`src/rtl/state_estimator_mac.sv`:
```
// Fixed-point state estimator: predict x = A*x + B*u, then correct x = x + K*(y - C*x),
// using one shared signed multiply-accumulate per enabled cycle.
module state_estimator_mac #(
  parameter int WIDTH = 16,
  parameter int FRAC  = 8,
  parameter int nos   = 4,
  parameter int noo   = 2,
  parameter int noi   = 2
) (
  input  logic                    clk,
  input  logic                    reset,
  input  logic                    clk_en,
  input  logic                    start,
  input  logic [1:0]              mode,
  input  logic                    load_x0,
  input  logic signed [WIDTH-1:0] A   [nos][nos],
  input  logic signed [WIDTH-1:0] B   [nos][noi],
  input  logic signed [WIDTH-1:0] C   [noo][nos],
  input  logic signed [WIDTH-1:0] K   [nos][noo],
  input  logic signed [WIDTH-1:0] U   [noi],
  input  logic signed [WIDTH-1:0] Y   [noo],
  input  logic signed [WIDTH-1:0] X_0 [nos],
  output logic                    busy,
  output logic                    done,
  output logic                    err,
  output logic                    sat_flag,
  output logic signed [WIDTH-1:0] x_pred [nos],
  output logic signed [WIDTH-1:0] x_upd  [nos]
);

  localparam int ACC_W = 2*WIDTH + $clog2(nos+noi+1) + 1;
  localparam int MAXD  = (nos+noi > noo) ? nos+noi : noo;
  localparam int CNT_W = $clog2(MAXD+1);

  typedef enum logic [2:0] {S_IDLE, S_PRED, S_INNOV, S_CORR, S_DONE} state_t;

  state_t                    state_q, state_d;
  logic [CNT_W-1:0]          row_q, row_d, col_q, col_d;
  logic signed [ACC_W-1:0]   acc_q, acc_d;
  logic [1:0]                mode_q, mode_d;
  logic signed [WIDTH-1:0]   u_q [noi], u_d [noi];
  logic signed [WIDTH-1:0]   y_q [noo], y_d [noo];
  logic signed [WIDTH-1:0]   e_q [noo], e_d [noo];
  logic signed [WIDTH-1:0]   x_pred_q [nos], x_pred_d [nos];
  logic signed [WIDTH-1:0]   x_upd_q  [nos], x_upd_d  [nos];
  logic                      busy_q, busy_d, done_q, done_d, err_q, err_d, sat_q, sat_d;

  logic signed [WIDTH-1:0]   op_a, op_b, wb;
  logic signed [2*WIDTH-1:0] prod;
  logic signed [ACC_W-1:0]   preset, base, sum, shifted;
  logic                      sub, last_col, last_row, clip;

  // Operand routing and writeback arithmetic for the current MAC step.
  // NOTE: every variable gets a default before the case so no latch is inferred.
  always_comb begin
    op_a     = '0;
    op_b     = '0;
    preset   = '0;
    sub      = 1'b0;
    last_col = 1'b0;
    last_row = 1'b0;
    unique case (state_q)
      S_PRED: begin
        last_col = (col_q == CNT_W'(nos+noi-1));
        last_row = (row_q == CNT_W'(nos-1));
        for (int i = 0; i < nos; i++) begin
          if (row_q == CNT_W'(i)) begin
            for (int j = 0; j < nos; j++)
              if (col_q == CNT_W'(j)) begin op_a = A[i][j]; op_b = x_upd_q[j]; end
            for (int k = 0; k < noi; k++)
              if (col_q == CNT_W'(nos+k)) begin op_a = B[i][k]; op_b = u_q[k]; end
          end
        end
      end
      S_INNOV: begin
        sub      = 1'b1;
        last_col = (col_q == CNT_W'(nos-1));
        last_row = (row_q == CNT_W'(noo-1));
        for (int r = 0; r < noo; r++) begin
          if (row_q == CNT_W'(r)) begin
            preset = ACC_W'(y_q[r]) <<< FRAC;
            for (int j = 0; j < nos; j++)
              if (col_q == CNT_W'(j)) begin op_a = C[r][j]; op_b = x_pred_q[j]; end
          end
        end
      end
      S_CORR: begin
        last_col = (col_q == CNT_W'(noo-1));
        last_row = (row_q == CNT_W'(nos-1));
        for (int i = 0; i < nos; i++) begin
          if (row_q == CNT_W'(i)) begin
            preset = ACC_W'(x_pred_q[i]) <<< FRAC;
            for (int r = 0; r < noo; r++)
              if (col_q == CNT_W'(r)) begin op_a = K[i][r]; op_b = e_q[r]; end
          end
        end
      end
      default: ;
    endcase

    prod    = (2*WIDTH)'(op_a) * (2*WIDTH)'(op_b);
    base    = (col_q == '0) ? preset : acc_q;
    sum     = sub ? base - ACC_W'(prod) : base + ACC_W'(prod);
    shifted = sum >>> FRAC;
    clip    = !((&shifted[ACC_W-1:WIDTH-1]) || !(|shifted[ACC_W-1:WIDTH-1]));
    if (!clip)                wb = shifted[WIDTH-1:0];
    else if (shifted[ACC_W-1]) wb = {1'b1, {(WIDTH-1){1'b0}}};
    else                      wb = {1'b0, {(WIDTH-1){1'b1}}};
  end

  always_comb begin
    state_d  = state_q;
    row_d    = row_q;
    col_d    = col_q;
    acc_d    = acc_q;
    mode_d   = mode_q;
    u_d      = u_q;
    y_d      = y_q;
    e_d      = e_q;
    x_pred_d = x_pred_q;
    x_upd_d  = x_upd_q;
    busy_d   = busy_q;
    sat_d    = sat_q;
    done_d   = 1'b0;
    err_d    = 1'b0;
    unique case (state_q)
      S_IDLE: begin
        if (load_x0) begin
          x_pred_d = X_0;
          x_upd_d  = X_0;
        end
        if (start) begin
          if (mode == 2'b00) begin
            err_d = 1'b1;
          end else begin
            mode_d  = mode;
            u_d     = U;
            y_d     = Y;
            sat_d   = 1'b0;
            busy_d  = 1'b1;
            row_d   = '0;
            col_d   = '0;
            acc_d   = '0;
            state_d = (mode == 2'b10) ? S_INNOV : S_PRED;
          end
        end
      end
      S_PRED, S_INNOV, S_CORR: begin
        err_d = start;
        acc_d = sum;
        if (last_col) begin
          col_d = '0;
          if (clip) sat_d = 1'b1;
          for (int i = 0; i < nos; i++) begin
            if (row_q == CNT_W'(i)) begin
              if (state_q == S_PRED) x_pred_d[i] = wb;
              if (state_q == S_CORR) x_upd_d[i]  = wb;
            end
          end
          for (int r = 0; r < noo; r++)
            if (state_q == S_INNOV && row_q == CNT_W'(r)) e_d[r] = wb;
          if (last_row) begin
            row_d = '0;
            unique case (state_q)
              S_PRED:  state_d = (mode_q == 2'b11) ? S_INNOV : S_DONE;
              S_INNOV: state_d = S_CORR;
              default: state_d = S_DONE;
            endcase
          end else begin
            row_d = row_q + CNT_W'(1);
          end
        end else begin
          col_d = col_q + CNT_W'(1);
        end
      end
      S_DONE: begin
        err_d   = start;
        done_d  = 1'b1;
        busy_d  = 1'b0;
        state_d = S_IDLE;
      end
      default: state_d = S_IDLE;
    endcase
  end

  // NOTE: the small state/error arrays are reset explicitly; their zero value is visible at the outputs.
  always_ff @(posedge clk or posedge reset) begin
    if (reset) begin
      state_q  <= S_IDLE;
      row_q    <= '0;
      col_q    <= '0;
      acc_q    <= '0;
      mode_q   <= '0;
      u_q      <= '{default: '0};
      y_q      <= '{default: '0};
      e_q      <= '{default: '0};
      x_pred_q <= '{default: '0};
      x_upd_q  <= '{default: '0};
      busy_q   <= 1'b0;
      done_q   <= 1'b0;
      err_q    <= 1'b0;
      sat_q    <= 1'b0;
    end else if (clk_en) begin
      state_q  <= state_d;
      row_q    <= row_d;
      col_q    <= col_d;
      acc_q    <= acc_d;
      mode_q   <= mode_d;
      u_q      <= u_d;
      y_q      <= y_d;
      e_q      <= e_d;
      x_pred_q <= x_pred_d;
      x_upd_q  <= x_upd_d;
      busy_q   <= busy_d;
      done_q   <= done_d;
      err_q    <= err_d;
      sat_q    <= sat_d;
    end
  end

  assign busy     = busy_q;
  assign done     = done_q;
  assign err      = err_q;
  assign sat_flag = sat_q;
  assign x_pred   = x_pred_q;
  assign x_upd    = x_upd_q;

endmodule
```
`config.mk`:
```
export PLATFORM = sky130hd
export DESIGN_NAME = state_estimator_mac
export DESIGN_NICKNAME = d
export VERILOG_FILES = /design/src/rtl/state_estimator_mac.sv
export SDC_FILE = /design/constraint.sdc
export NUM_CORES = 2
export LEC_CHECK = 0
export BUFFER_PORTS_ARGS = -buffer_cell sky130_fd_sc_hd__buf_2
export CORE_AREA = 2 2 354 356
export DETAILED_ROUTE_END_ITERATION = 7
export DIE_AREA = 0 0 356 358
export MAX_ROUTING_LAYER = met4
export SLEW_MARGIN = 30
export SYNTH_ARGS = -nofsm -noshare
export SYNTH_HDL_FRONTEND = slang
export SYNTH_SLANG_ARGS = --single-unit
```
`constraint.sdc`:
```
create_clock -name clk -period 18.48 [get_ports clk]
set_input_delay 2.772 -clock clk [delete_from_list [all_inputs] [get_ports clk]]
set_output_delay 2.772 -clock clk [all_outputs]
set_load 0.01 [all_outputs]
```
* Word level (Yosys, flattened, before mapping)
Index checks and enable logic that the tools add are counted. W data, S select, Z words.
Storage, ports and cells: input bits 775, bits in registers 275
Operators by class: multipliers 1, equal/unequal tests 26, muxes and demuxes 161, reduce and logical (&&, ||, !) cells 31, add/subtract/negate cells 4, bitwise operators 1
Operators with widths (number):
- $mux W16 | 112
- $mux W36 | 10
- $pmux W64 S2 | 2
- $mux W64 | 3
- $pmux W36 S2 | 2
- $pmux W16 S3 | 2
- $reduce_and A6 Y1 | 9
- $add A36 B32 Y36 | 1
- $sub A36 B32 Y36 | 1
- $mul A16 B16 Y32 | 1
- $mux W3 | 10
- $ne A2 B2 Y1 const B | 12
- $pmux W3 S2 | 4
- $reduce_and A4 Y1 | 5
- $eq A3 B2 Y1 const B | 6
- $reduce_and A13 Y1 | 1
- $reduce_or A13 Y1 | 1
- $mux W1 | 10
- $reduce_and A5 Y1 | 2
- $eq A3 B1 Y1 const B | 3
- $eq A3 B3 Y1 const B | 3
- $logic_not A3 Y1 | 3
- $pmux W1 S2 | 4
- $add A3 B1 Y3 const B | 2
- other kinds (12) | 15

* Depth between registers and ports, before layout
depth in word-level cells 41, depth in mapped cells 60

* Worst setup path after synthesis
No wires, ideal clock.
kind input -> register, start in A[251] in the netlist's numbering, end reg x_pred_q, in the netlist x_pred[34], path slack 4.859 ns, library setup time 0.139 ns, data required time 18.341 ns, data arrival time 13.482 ns, stages on the path 48, cell sequence and3b_1 o311ai_0 a21oi_1 o21ai_0 o211ai_1 o21ai_0 o21ai_0 o21ai_0 o21ai_0 a221oi_1 clkbuf_1 nor2_1 fa_1 inv_1 fa_1 inv_1 fa_1 fa_1 (+12 left out) inv_1 nand3_1 nor3_1 a21oi_1 xor2_1 ha_1 a21oi_1 o21bai_1 a21o_1 a21oi_1 o211ai_1 and4_1 or3_1 a2111oi_4 buf_4 a211oi_2 nor3_2 o31ai_1
On the way: longest elaborated chain between the ends 40, elaborated cells between the ends (all ways) 43
Ends and longest elaborated chain:
- start: declaration | RTL line 16 | input logic signed [WIDTH-1:0] A [nos][nos],
- $mux W16 (*) (4 in a row) | RTL line 69 | if (col_q == CNT_W'(j)) begin op_a = A[i][j]; op_b = x_upd_q[j]; end
- $mux W16 (*) (2 in a row) | RTL line 71 | if (col_q == CNT_W'(nos+k)) begin op_a = B[i][k]; op_b = u_q[k]; end
- $mux W16 (*) | RTL line 67 | if (row_q == CNT_W'(i)) begin
- $mux W16 (4 in a row) | RTL line 69
- $mux W16 (2 in a row) | RTL line 71
- $mux W16 (*) | RTL line 67
- $mux W16 (4 in a row) | RTL line 69
- $mux W16 (2 in a row) | RTL line 71
- (+12 left out)
- $reduce_or A13 Y1 | RTL line 105 | clip = !((&shifted[ACC_W-1:WIDTH-1]) || !(|shifted[ACC_W-1:WIDTH-1]));
- $logic_not A1 Y1 | RTL line 105
- $logic_or A1 B1 Y1 | RTL line 105
- $mux W16 (*) | RTL line 106 | if (!clip) wb = shifted[WIDTH-1:0];
- $mux W16 (*) | RTL line 156 | if (state_q == S_PRED) x_pred_d[i] = wb;
- $mux W16 (*) | RTL line 155 | if (row_q == CNT_W'(i)) begin
- $mux W64 (*) | RTL line 151 | if (last_col) begin
- $pmux W64 S2 (*) | RTL line 126 | unique case (state_q)
- end signal: assignment | RTL line 212 | x_pred_q <= x_pred_d;
- end: declaration | RTL line 44 | logic signed [WIDTH-1:0] x_pred_q [nos], x_pred_d [nos];
Mark *: on every way between the ends. The rest lies on a longest branch, timed or not. The select of a mux whose other input is x is not followed. A chain may end at the register's enable or synchronous reset.

* Final worst setup path
start in A[246] in the netlist's numbering, end reg x_pred_q, in the netlist x_pred[37]
The elaborated chain is that of the path after synthesis.

==> metrics <==
number of gates resized after CTS=0; synthesized netlist net count=5290; Crit path top cell by count=inv_1; root buffer cell=clkbuf_16; ANT nets after route=0; status=finished clean; hold_buf cts=0; combined area of the multi-input logic cells=24270 um2; Critical Path Source=A[246]; maximum clock rate=61.58 MHz; number of remaining DRC errors=0; total setup violations reported at the end of the flow=0; maximum number of buffers from clock root to sink=3; remaining global-route overflow=0; GR met2 Demand/Resource=49.20%; overall track demand over capacity in global routing=32.13%; warnings from Yosys=0; data required time at the worst endpoint=18.92 ns; Final TNS setup=0 ns; flops & latches, synth=275; max-slew violation total from the final report=0; type of origin of the critical path=input port; time the worst path needs with I/O delays and setup=16.24 ns; type of the tightest min-delay check=register to register; vias per cell=5.745; via count of the first global-routing pass=36.92k; first-pass GRT wire length=282800 um; Clk pin slew, worst setup/hold paths=0.07 ns; share of cells above drive strength 1=25.87%; unrepaired setup endpoints after global routing=no; EDFF count, synth=0; CP max-delay cell=o21ai_0; share of synthesized flip-flops with an asynchronous set or reset=100.0%; final-stage net count=6043; initial core utilization=26.98%; Least-Margin Pin Slew=1.062 ns; H-tree levels=1; pin count of the biggest net entering global routing=122; layout overhead on the synthesized area=23.58%; post-CTS setup buffer count=0; met1 Usage GRT=37.18%; Final Hold Viols=0; worst slew slack as a fraction of its limit=28.48%; I/O pin total=907; clock network latency to the later pin of the worst-skew pair=0.60 ns; worst setup skew after layout=0.01882 ns; Post-Syn Instances=4123; dpl cell area=39940 um2; number of vias in the routed layout=37.77k; detailed placer's ending HPWL=167000 um; start-to-end type of the worst setup path=input port to register; clock buffer count from CTS=29; part of the Yosys area used for sequential elements=20.69%; Worst EP arrival=16.68 ns; post-synthesis instance area=33270 um2; Chip Height=358 um; fill count=13.32k; met3 layer usage reported by global route=9.613%; Port Buffer Count=906; WL per Instance=31.42 um; worst hold path startpoint=acc_q[7]; Cell variety after synth=96; average cell area after synthesis=8.069 um2; DIE AREA=127400 um2; reg-to-reg startpoint=col_q[2]; wire length reported by the detailed router=206500 um; antenna violations before repair=41; number of maximum-capacitance constraint violations=0; fin crit share=87.88%; Core Region=123300 um2; die boundary width=356 um; CP peak stage delay=0.79 ns; final non-filler cell area=41110 um2; Setup crit end kind=register; weighted congestion reported at the end of routability-driven placement=1.024; Most used DFF post-synth=dfrtp_1; Clock Sinks=275; number of rows created at floorplan=129; first-iteration detailed-routing DRC count=4379; Most Used Layer, Global Route=met2; largest fanout on the critical path=16; Detailed Routing Iterations Pass 1=6; storage element area=6882 um2; clock tree from TritonCTS=done
[final timing paths]
path | slack (ns) | to | cells past startpoint
hold reg to reg | 0.47 | acc_q[7] | 2
max in group asynchronous | 14.93 | x_pred[50] | 3
setup / recovery | 2.24 | x_pred[37] | 52
hold / removal | 0.47 | acc_q[7] | 2
min in group asynchronous | 2.28 | u_q[4] | 2
setup reg to reg | 2.48 | x_pred[37] | 48
[cells by family (layout without fill, tap and decap cells)]
family / after synthesis / in the layout / synth area share [%]
muxes: 92 / 92 / 3.073
adders and majority gates: 392 / 392 / 20.70
and+or+nand+nor: 1276 / 1276 / 18.01
AOI/OAI and AO/OA: 1367 / 1367 / 27.90
buffers and inverters: 637 / 1411 / 7.398
DFF: 275 / 275 / 20.69
xor gates and xnor gates: 84 / 84 / 2.234
other: 0 / 40 / 0
[Yosys cell counts, types with 31 or more instances]
master,instances,area (um2)
o22a_1,31,271.5
a221oi_1,44,385.4
and2_1,109,681.9
nand2b_1,41,256.5
nor2_1,273,1025
mux2_2,71,799.5
inv_1,331,1242
nand3_1,55,275.3
nor3_1,56,280.3
o21ai_0,295,1476
o22ai_1,70,437.9
a221o_1,51,510.5
fa_1,264,5285
a31oi_1,42,262.8
a21o_1,46,345.3
a21oi_1,277,1386
o31ai_1,131,983.4
nand2_1,569,2136
a22o_1,40,350.3
buf_1,34,127.6
dfrtp_1,275,6882
nor2b_1,35,219.0
xor2_1,40,350.3
clkbuf_1,240,900.9
o211ai_1,76,570.6
ha_1,128,1602
xnor2_1,43,376.6
[flip-flops by register name (all words and copies together), names as in the netlist, 3 cells and up]
signal	cells
u_q	32
col_q	3
state_q	3
e_q	32
row_q	3
x_pred	64
y_q	32
acc_q	36
x_upd	64
[placed cells by master (no fill, tap or decap), types with 38 or more instances in the layout]
cell type    n
xor2_1      40
xnor2_1     43
a22o_1      40
nand2_1    563
o31ai_1    131
o211ai_1    76
nor3_1      54
a31oi_1     42
nand2b_1    38
o22ai_1     70
mux2_2      71
buf_4      112
a221oi_1    40
o21ai_0    280
a21o_1      46
ha_1       123
fa_1       264
nor2_1     261
buf_2      906
a21oi_1    272
and2_1     107
dfrtp_1    275
inv_1      329
a221o_1     51
diode_2     40
nand3_1     55
[worst max-delay path: cells and delay by family]
kind | cells | cell delay, ns
buffers and inverters | 10 | 1.15
AND/OR/NAND/NOR | 10 | 3.15
AO/OA/AOI/OAI | 22 | 5.40
adder cells (fa/ha/maj) | 8 | 3.87
XOR/XNOR | 2 | 0.29
[metrics by stage]
stage	hold slack (ns)	util [%]	setup slack [ns]	std cells
finish	0.4747	33.34	2.240	6574
global placement	0.4529	32.29	1.866	6478
floorplan	0.4402	-	4.859	4123
global route	0.5102	33.33	1.569	6569
detailed placement	0.4620	32.39	1.813	6482
CTS	0.4775	33.22	2.342	6534
[routing by layer]
layer	vias to the layer above	wire, um
li1	16210	-
met1	18660	76910
met2	2445	91530
met3	452	23590
met4	0	14500
met5	-	0
[layout make-up]
| cell class | count | share of cell area (%) |
|---|---|---|
| tap | 1637 | 4.982 |
| sequential | 275 | 16.74 |
| inverter | 334 | 3.083 |
| clock inverter | 12 | 0.4169 |
| antenna | 40 | 0.2435 |
| clock buffer | 40 | 2.085 |
| multi-input combinational | 3211 | 59.04 |
| timing repair buffer | 1025 | 13.42 |
Power is not shown: default switching activity piles up to over one toggle a cycle in this logic, so the estimate is an artifact.
